**src/rtl/ldpc_encoder.sv**
```systemverilog
// Systematic (10,5) LDPC encoder: serial message in, signed channel-evidence symbols out.
// Optional error injection on one emitted symbol when LDPC_ENC_ERRINJ_EN is defined.
module ldpc_encoder #(
    parameter int LLR_W   = 32,
    parameter int LLR_MAG = 13
) (
    input  logic             clk,
    input  logic             rst,
    input  logic             msg_bit,
    input  logic             msg_valid,
    output logic             msg_ready,
    output logic [LLR_W-1:0] cw_llr,
    output logic             cw_valid,
    input  logic             cw_ready,
    output logic             cw_last
`ifdef LDPC_ENC_ERRINJ_EN
    ,
    input  logic             err_en,
    input  logic [3:0]       err_pos
`endif
);

    localparam int unsigned K     = 5;
    localparam int unsigned N     = 10;
    localparam int unsigned CNT_W = 3;
    localparam int unsigned IDX_W = 4;

    localparam logic [CNT_W-1:0] LAST_CNT = CNT_W'(K - 1);
    localparam logic [IDX_W-1:0] LAST_IDX = IDX_W'(N - 1);

    localparam logic [0:0] ST_LOAD = 1'b0;
    localparam logic [0:0] ST_EMIT = 1'b1;

    localparam logic [LLR_W-1:0] LLR_POS = LLR_W'(LLR_MAG);
    localparam logic [LLR_W-1:0] LLR_NEG = LLR_W'(-LLR_MAG);

    // Bit 0 maps to positive evidence, bit 1 to negative.
    function automatic logic [LLR_W-1:0] llr_of(input logic c);
        return c ? LLR_NEG : LLR_POS;
    endfunction

    logic [0:0]       state;
    logic [0:0]       next_state;
    logic [CNT_W-1:0] count;
    logic [K-1:0]     parity;
    logic [K-1:0]     sys_bits;
    logic [N-1:0]     cw_bits;
    logic [IDX_W-1:0] sym_idx;

    logic             msg_fire;
    logic             cw_fire;
    logic             load_done;
    logic             emit_done;
    logic [K-1:0]     bit_mask;
    logic [K-1:0]     parity_next;
    logic [K-1:0]     sys_next;
    logic [N-1:0]     flip_mask;
    logic [N-1:0]     cw_next;
    logic [IDX_W-1:0] idx_next;

    // Handshakes, parity accumulation and next-state decode.
    always_comb begin
        next_state  = state;
        msg_fire    = (state == ST_LOAD) && msg_valid;
        cw_fire     = (state == ST_EMIT) && cw_valid && cw_ready;
        load_done   = msg_fire && (count == LAST_CNT);
        emit_done   = cw_fire && (sym_idx == LAST_IDX);
        idx_next    = sym_idx + IDX_W'(1);
        bit_mask    = 5'b10001;
        flip_mask   = '0;

        case (count)
            3'd0:    bit_mask = 5'b00011;
            3'd1:    bit_mask = 5'b00110;
            3'd2:    bit_mask = 5'b01100;
            3'd3:    bit_mask = 5'b11000;
            default: bit_mask = 5'b10001;
        endcase

        parity_next = msg_bit ? (parity ^ bit_mask) : parity;
        sys_next    = msg_bit ? (sys_bits | (K'(1) << count)) : sys_bits;

`ifdef LDPC_ENC_ERRINJ_EN
        if (err_en && (err_pos <= LAST_IDX)) begin
            flip_mask = N'(1) << err_pos;
        end
`endif

        // Codeword frozen on the final message bit, with any injected flip folded in.
        cw_next = {parity_next, sys_next} ^ flip_mask;

        case (state)
            ST_LOAD: if (load_done) next_state = ST_EMIT;
            ST_EMIT: if (emit_done) next_state = ST_LOAD;
            default: next_state = ST_LOAD;
        endcase
    end

    always_ff @(posedge clk) begin
        if (rst) begin
            state <= ST_LOAD;
        end else begin
            state <= next_state;
        end
    end

    always_ff @(posedge clk) begin
        if (rst) begin
            msg_ready <= 1'b1;
            count     <= '0;
            parity    <= '0;
            sys_bits  <= '0;
            cw_bits   <= '0;
            sym_idx   <= '0;
            cw_valid  <= 1'b0;
            cw_llr    <= '0;
            cw_last   <= 1'b0;
        end else begin
            msg_ready <= (next_state == ST_LOAD);

            if (load_done) begin
                cw_bits  <= cw_next;
                cw_valid <= 1'b1;
                cw_llr   <= llr_of(cw_next[0]);
                cw_last  <= 1'b0;
                sym_idx  <= '0;
                count    <= '0;
                parity   <= '0;
                sys_bits <= '0;
            end else if (msg_fire) begin
                count    <= count + CNT_W'(1);
                parity   <= parity_next;
                sys_bits <= sys_next;
            end

            // Outputs advance only on an accepted symbol, so they hold through back-pressure.
            if (emit_done) begin
                cw_valid <= 1'b0;
                cw_llr   <= '0;
                cw_last  <= 1'b0;
                sym_idx  <= '0;
            end else if (cw_fire) begin
                sym_idx  <= idx_next;
                cw_llr   <= llr_of(cw_bits[idx_next]);
                cw_last  <= (idx_next == LAST_IDX);
            end
        end
    end

endmodule
```
**config.mk**
```make
export PLATFORM = sky130hd
export DESIGN_NAME = ldpc_encoder
export DESIGN_NICKNAME = d
export VERILOG_FILES = /design/src/rtl/ldpc_encoder.sv
export SDC_FILE = /design/constraint.sdc
export NUM_CORES = 1
export LEC_CHECK = 0
export CORE_UTILIZATION = 45
export CTS_CLUSTER_SIZE = 30
export DETAILED_ROUTE_END_ITERATION = 10
export GPL_TIMING_DRIVEN = 0
export PLACE_DENSITY = 0.75
export SYNTH_ARGS = -nofsm -noshare
export SYNTH_HDL_FRONTEND = slang
export SYNTH_SLANG_ARGS = --single-unit
```
**constraint.sdc**
```tcl
create_clock -name clk -period 2 [get_ports clk]
set_clock_uncertainty 0.2 [all_clocks]
set_input_delay 0.3 -clock clk [delete_from_list [all_inputs] [get_ports clk]]
set_output_delay 0.3 -clock clk [all_outputs]
set_load 0.02 [all_outputs]
```
==> results of run 1 <==
==> layout make-up <==
| class | instances | area (um^2) | share of cell area |
|---|---|---|---|
| multi-input combinational | 135 | 861 | 0.361 |
| clock inverter | 1 | 5.00 | 0.00210 |
| inverter | 9 | 36.3 | 0.0152 |
| buffer | 38 | 278 | 0.116 |
| timing repair buffer | 45 | 368 | 0.154 |
| sequential | 34 | 692 | 0.290 |
| tap | 48 | 60.1 | 0.0252 |
| clock buffer | 7 | 86.3 | 0.0362 |
==> worst max-delay path, delay by kind of cell, from the launching register on <==
| family | cells | cell delay (ns) |
|---|---|---|
| flops | 1 | 0.36 |
| buf+inv | 2 | 0.15 |
| compound gates | 3 | 0.57 |
| mux | 1 | 0.23 |
| simple gates | 1 | 0.06 |
| fa+ha+maj | 1 | 0.25 |
==> per-layer routing <==
layer	GRT usage	routed length, um	up-vias
met3	0.0466	134	4
met1	0.236	1750	706
met2	0.313	2020	33
li1	-	-	803
met5	0	0	-
met4	0.0571	41	0
==> kinds of logic after synthesis <==
kind of cell	count (synthesis)
AND/OR/NAND/NOR	71
buffers and inverters	48
AO/OA/AOI/OAI	44
flip-flops	34
XOR/XNOR	8
adder cells (fa/ha/maj)	8
multiplexers	4
==> metrics by stage <==
stage           util  total power [mW]  worst slack [ns]  hold slack (ns)   TNS, ns
2_1_floorplan      -             0.956           -0.0314            0.209   -0.0314
5_1_grt        0.633              1.65          -0.00480            0.269  -0.00480
3_3_place_gp   0.607              1.08            -0.227            0.217     -7.73
6_report       0.633              1.58            0.0576            0.235         0
4_1_cts        0.619              1.59           0.00845            0.233         0
3_5_place_dp   0.607              1.08            -0.258            0.222     -8.81
==> synth_stat cells (all sizes together) <==
cell type,count,area [um^2]
a21oi,19,95.1
nand3b,1,7.51
a22oi,1,7.51
a41o,1,11.3
nand4b,1,8.76
a31oi,3,18.8
nor3,5,25.0
a211oi,5,37.5
o31a,1,8.76
a41oi,1,8.76
o21a,2,15.0
buf,38,278
clkbuf,1,3.75
xor2,4,35.0
ha,8,100
o21ai,7,35.0
nand2,21,81.3
o211a,1,10.0
or3,2,12.5
and3,4,26.3
nor2,26,97.6
mux2i,3,30.0
nand3,3,20.0
and2,1,6.26
nand4,2,12.5
mux4,1,22.5
a21o,1,7.51
and2b,2,16.3
o31ai,1,7.51
dfxtp,34,681
nand2b,2,12.5
o32ai,1,16.3
xnor2,4,35.0
inv,9,33.8
nor2b,1,6.26
==> flip-flops by register name (all words and copies together), names as in the netlist <==
| register | flops |
|---|---|
| count | 3 |
| cw_bits | 10 |
| cw_last | 1 |
| cw_llr | 3 |
| cw_valid | 1 |
| msg_ready | 1 |
| parity | 5 |
| state | 1 |
| sym_idx | 4 |
| sys_bits | 5 |
==> what timing repair did <==
item	in CTS	in global routing
gates resized for setup	33	9
gates cloned	0	0
endpoints found under the setup margin	31	15
buffers inserted	3	3
pin swaps	1	5
==> report_power, final <==
part | internal, mW | total (mW) | switching [mW]
logic | 0.155 | 0.311 | 0.156
clock network | 0.278 | 0.525 | 0.247
registers | 0.705 | 0.740 | 0.0345
==> worst max-delay path by stage <==
stage,from,end,slack [ns]
2_1_floorplan,sym_idx[0],cw_llr[30],-0.03
3_3_place_gp,cw_llr[30],cw_llr[30],-0.23
3_5_place_dp,cw_llr[30],cw_llr[27],-0.26
4_1_cts,cw_llr[30],cw_llr[1],0.008
5_1_grt,sym_idx[1],cw_llr[30],-0.005
6_report,sym_idx[1],cw_llr[30],0.06
==> results.txt, run 1 <==
- Status: completed
- For this block, the via count after detailed routing is 1546.
- Xor/xnor share of the synthesized area: 0.0383
- Leaving out fill and tap cells, the most frequent cell in the layout is sky130_fd_sc_hd__buf_4.
* Worst Path Class, Setup: reg2reg
* R2R Setup Slk: 0.06 ns
- Proportion of synthesized chip area in sequential cells: 0.372
* Post-Place Cells: 304
- Kind of end point of the critical path: flop
* Global Route Usage Sum: 0.188
* Crit path launch type: flop
* Hold violation count in the final report: 0
* Via count of the first global-routing pass: 1310
- In the layout the commonest cells are sky130_fd_sc_hd__buf_4, sky130_fd_sc_hd__dfxtp_1, sky130_fd_sc_hd__nor2_1.
- After detailed placement, the total cell area comes to 0.00229 mm^2.
- Fill cells in the final layout number 344.
* Highest-delay cell along the critical path: sky130_fd_sc_hd__dfxtp_4
- Req. time, crit path: 1.98 ns
- The worst hold path begins at sys_bits[4].
- The worst register-to-register path ends at cw_llr[30].
- Number of sinks on the clock net: 34
* Number of hold buffers added after CTS: 0
* Number of levels in the clock H-tree: 2
- Max Clk Rate: 515 MHz
- Synthesized net count: 230
- Of the total synthesized cell area, the portion taken by full adders, half adders and majority gates is 0.0547.
- The first global-routing pass estimated 6.22 mm of wire.
- The floorplan step set the die width to 65.8 um.
- Input and output buffers added on the ports amount to 39.
- HPWL after DPL: 2.87 mm
- Before antenna repair, the detailed router went through 4 iterations.
* Post-route fraction of the period consumed by the critical path: 0.971
- Critical Path Max Stage Delay: 0.36 ns
* Worst-Margin Slew: 0.398 ns
- Worst Path Max Fanout: 5
* Final setup viols: 0
- Synth Area in Simple Gates: 0.182
- R2R cell count: 8
- Diodes inserted: 0
- VDD sags by at most 0.000757 V.
* Number of core rows: 22
* Effective utilization at floorplan: 0.485
- The critical path goes through inv_4 -> ha_4 -> buf_6 -> mux2i_2 -> nor2_1 -> o31ai_1 -> o32ai_2 -> o211a_1.
- Synthesis produced 217 cells.
- Mean cell area of the mapped netlist: 8.44 um^2
- Number of warnings issued by yosys: 0
- Largest family of logic cells by synthesized area: simple AND/OR/NAND/NOR gates
- Number of nets in the finished design: 281
- In the routed design, unresolved DRC markers number 0.
* DR WL/cell: 12.5 um
* Final Max Tran Viols: 0
- Max_slew headroom: 0.735
* Antenna violations before repair: 0
- Final antenna-violating net count: 0
- Mux cell area share after synthesis: 0.0287
- Synthesis-to-finish area growth: 30.3%
* Floorplan core area: 0.00377 mm^2
- CP Data Arrival Time: 1.92 ns
- Final instance area: 0.00239 mm^2
* Critical R2R Launch: sym_idx[1]
- The die covers 0.00433 mm^2.
- Clock insertion delay at the later pin of the skew report: 0.28 ns
- Entering global routing, the biggest net connects 31 pins.
- Clock input transition at the sequential cells of the worst setup and hold paths: 0.07 ns
- Die height: 65.8 um
- TritonCTS built the clock tree.
- At the end of routability-driven placement, the weighted congestion stood at 0.789.
* Via density per instance: 4.88
- Reported leakage power: 1.07 nW
- Power spread over the standard cell area amounts to 660 mW/mm^2.
- Total of max-cap violations: 0
- Time the worst path needs with I/O delays and setup: 1.94 ns
- Synthesis inferred 34 register bits.
- Post-synthesis instance area: 0.00183 mm^2
- Layout cell share with drive strength beyond 1: 0.353
* Post-route non-filler standard cell count: 317
* Endpoint, Worst Hold: sys_bits[4]
- The number of different library cells used by synthesis comes to 42.
- GR Overflow Total: 0
- IO Pins: 40
* Clk buf depth: 2
- Num CTS Buffers: 5
- The path class of the tightest hold or removal check is reg2reg.
* Number of design-rule violations left by the first detailed-router iteration: 87
* Sum of routed wire length over all layers: 3.95 mm
- Compound-Gate Fraction of Synth Area: 0.152
* Clk root buf: sky130_fd_sc_hd__clkbuf_8
* WHS Path Cells: 2
No activity file was read; power rests on OpenSTA's default activity.
==> run 2: changes to the inputs <==
--- a/config.mk
+++ b/config.mk
@@ -5,6 +5,7 @@
 export SDC_FILE = /design/constraint.sdc
 export NUM_CORES = 1
 export LEC_CHECK = 0
+export CAP_MARGIN = 15
 export CORE_UTILIZATION = 45
 export CTS_CLUSTER_SIZE = 30
 export DETAILED_ROUTE_END_ITERATION = 10
==> results of run 2 <==
Same layout as run 1: the final DEF is identical, and so are final timing and power.
==> run 3: changes to the inputs <==
--- a/config.mk
+++ b/config.mk
@@ -6,6 +6,7 @@
 export NUM_CORES = 1
 export LEC_CHECK = 0
 export CAP_MARGIN = 15
+export CORE_ASPECT_RATIO = 0.5
 export CORE_UTILIZATION = 45
 export CTS_CLUSTER_SIZE = 30
 export DETAILED_ROUTE_END_ITERATION = 10
==> results.txt, run 3 (synthesis results as in run 1) <==
- Status: completed (unchanged).
- The post-cts hold buffer count came to 0 (unchanged).
- Largest registers: cw_bits: 10 flops, parity: 5 flops, sys_bits: 5 flops (unchanged).
- Worst Path Max Fanout: 4 (was 5)
- The most common library cell in the layout ignoring fill and taps is sky130_fd_sc_hd__buf_4 (unchanged).
- Clk root buf: sky130_fd_sc_hd__clkbuf_8 (unchanged)
- Final cell utilization of the core: 0.661 (was 0.633)
- First-pass GRT wire length: 6.30 mm (was 6.22 mm)
* GR Overflow Total: 0 (unchanged)
- The number of clock buffers inserted by TritonCTS came to 5 (unchanged).
- IO Pins: 40 (unchanged)
* Total of max-cap violations: 0 (unchanged)
* Max_slew headroom: 0.716 (was 0.735)
- Final instance area: 0.00242 mm^2 (was 0.00239 mm^2)
* Antenna violations before repair: 0 (unchanged)
- The antenna diode instance count came to 0 (unchanged).
- The TritonCTS clock tree is yes (unchanged).
- Time the worst path needs with I/O delays and setup: 1.96 ns (was 1.94 ns)
* Hold violation count in the final report: 0 (unchanged)
- The placed wire-length estimate after detailed placement was 2.76 mm (was 2.87 mm).
- The classification of the worst-slack hold path is reg2reg (unchanged).
- The ratio of total power to cell area is 658 mW/mm^2 (was 660 mW/mm^2).
- The worst endpoint required time was 1.98 ns (about the same).
- The flip-flop count of the largest register after layout is 10 (unchanged).
- The die area is 0.00434 mm^2 (was 0.00433 mm^2).
* Floorplan die width: 92.2 um (was 65.8 um)
- Number of buffers inserted by port buffering: 39 (unchanged)
* Setup repair after global routing missed its margin: no
- Reported leakage power: 1.08 nW (was 1.07 nW)
* Number of nets in the finished design: 281 (unchanged)
- The cell area after placement was 0.00229 mm^2 (about the same).
- Number of search-and-repair iterations in the first detailed-routing pass: 4 (unchanged)
* Post-route fraction of the period consumed by the critical path: 0.982 (was 0.971)
- The total number of vias was 1563 (was 1546).
- The highest achievable clock rate was 509 MHz (was 515 MHz).
- The final count of pins violating max slew came to 0 (unchanged).
- The total DRC errors in the routed layout came to 0 (unchanged).
- The effective utilization at floorplan was 0.500 (was 0.485).
- Kind of end point of the critical path: flop (unchanged)
- The pin count of the biggest net entering global routing came to 31 (unchanged).
* Final antenna-violating net count: 0 (unchanged)
- The worst-margin pin slew was 0.426 ns (was 0.398 ns).
- Floorplan core area: 0.00366 mm^2 (was 0.00377 mm^2)
* Layout cell share with drive strength beyond 1: 0.361 (was 0.353)
- Worst Path Class, Setup: reg2reg (unchanged)
* Clock input transition at the sequential cells of the worst setup and hold paths: 0.07 ns (about the same)
- The worst-case clock buffer depth is 2 (unchanged).
- Fillcell total: 349 (was 344)
- Final setup viols: 0 (unchanged)
- The via count of the first global-routing pass came to 1401 (was 1310).
- Sum of routed wire length over all layers: 3.92 mm (was 3.95 mm)
- The die span in y was 47.1 um (was 65.8 um).
- The area growth from synthesis to layout came to 32.2% (was 30.3%).
* Most used cells in the layout excluding fill and tap cells: sky130_fd_sc_hd__buf_4, sky130_fd_sc_hd__dfxtp_1, sky130_fd_sc_hd__nor2_1 (unchanged)
* Crit path launch type: flop (unchanged)
- The iteration-0 DRC count of the detailed router is 63 (was 87).
- Final Wtd Congestion: 0.845 (was 0.789)
- Number of core rows: 15 (was 22)
- The via-per-instance ratio was 4.88 (about the same).
- Number of levels in the clock H-tree: 2 (unchanged)
- Top reg by flops: cw_bits (unchanged)
* DR WL/cell: 12.3 um (was 12.5 um)
- The clock latency on the worst-skew pair was 0.29 ns (was 0.28 ns).
- Final total negative setup slack: 0 ns (unchanged)
* Number of sinks on the clock net: 34 (unchanged)
* VDD IR max: 0.000379 V (was 0.000757 V)
- CP Data Arrival Time: 1.94 ns (was 1.92 ns)
- The global routing usage summed across all routing layers came to 0.191 (was 0.188).
[run 3: changes by cell type in the layout (fill, tap and decap cells not counted), sizes merged]
cell / change
clkbuf: -1
inv: +1
[run 3: worst paths after layout]
path | endpoint | from | slack, ns | cells past startpoint
setup / recovery | cw_llr[30] | sym_idx[0] | 0.04 | 7
hold reg to reg | sys_bits[4] | sys_bits[4] | 0.23 | 2
hold / removal | sys_bits[4] | sys_bits[4] | 0.23 | 2
setup reg to reg | cw_llr[30] | sym_idx[0] | 0.04 | 7
[run 3: power breakdown]
| part | switching, mW | internal (mW) | total (mW) |
|---|---|---|---|
| Clock | 0.262 | 0.278 | 0.539 |
| Sequential | 0.0349 | 0.705 | 0.740 |
| Combinational | 0.157 | 0.156 | 0.313 |
[run 3: layer usage]
layer | vias up | routed length [um] | track usage
met1 | 700 | 1830 | 0.219
met5 | - | 0 | 0
li1 | 801 | - | -
met3 | 7 | 339 | 0.0631
met2 | 55 | 1710 | 0.348
met4 | 0 | 47 | 0.0750
[run 3: repair_timing]
action                                  4_1_cts  5_1_grt
hold endpoints to repair                      0        0
pin swaps                                     3        7
resized for setup                            38        8
endpoints found under the setup margin       31       15
buffers inserted                              5        1
[run 3: stage by stage]
| stage | setup slack (ns) | total power, mW | instances | hold WS (ns) |
|---|---|---|---|---|
| detailed placement | -0.245 | 1.08 | 307 | 0.219 |
| global placement | -0.193 | 1.07 | 307 | 0.218 |
| finish | 0.0350 | 1.59 | 320 | 0.232 |
| CTS | -0.0235 | 1.60 | 320 | 0.232 |
| floorplan | -0.0314 | 0.956 | 217 | 0.209 |
| global route | 0.000831 | 1.67 | 320 | 0.268 |
[run 3: layout make-up]
type,count,area (um^2),area share
multi-input combinational,135,881,0.364
tap,51,63.8,0.0264
clock inverter,2,11.3,0.00465
clock buffer,6,82.6,0.0341
sequential,34,692,0.286
inverter,9,36.3,0.0150
timing repair buffer,45,372,0.154
buffer,38,282,0.116
[run 3: critical path, stage by stage (launching register included)]
cell and delay, ns:
sky130_fd_sc_hd__dfxtp_4 0.35, sky130_fd_sc_hd__buf_6 0.10, sky130_fd_sc_hd__inv_4 0.03, sky130_fd_sc_hd__ha_4 0.29
sky130_fd_sc_hd__mux4_2 0.52, sky130_fd_sc_hd__nor2_2 0.11, sky130_fd_sc_hd__o32ai_2 0.11, sky130_fd_sc_hd__o211a_1 0.14
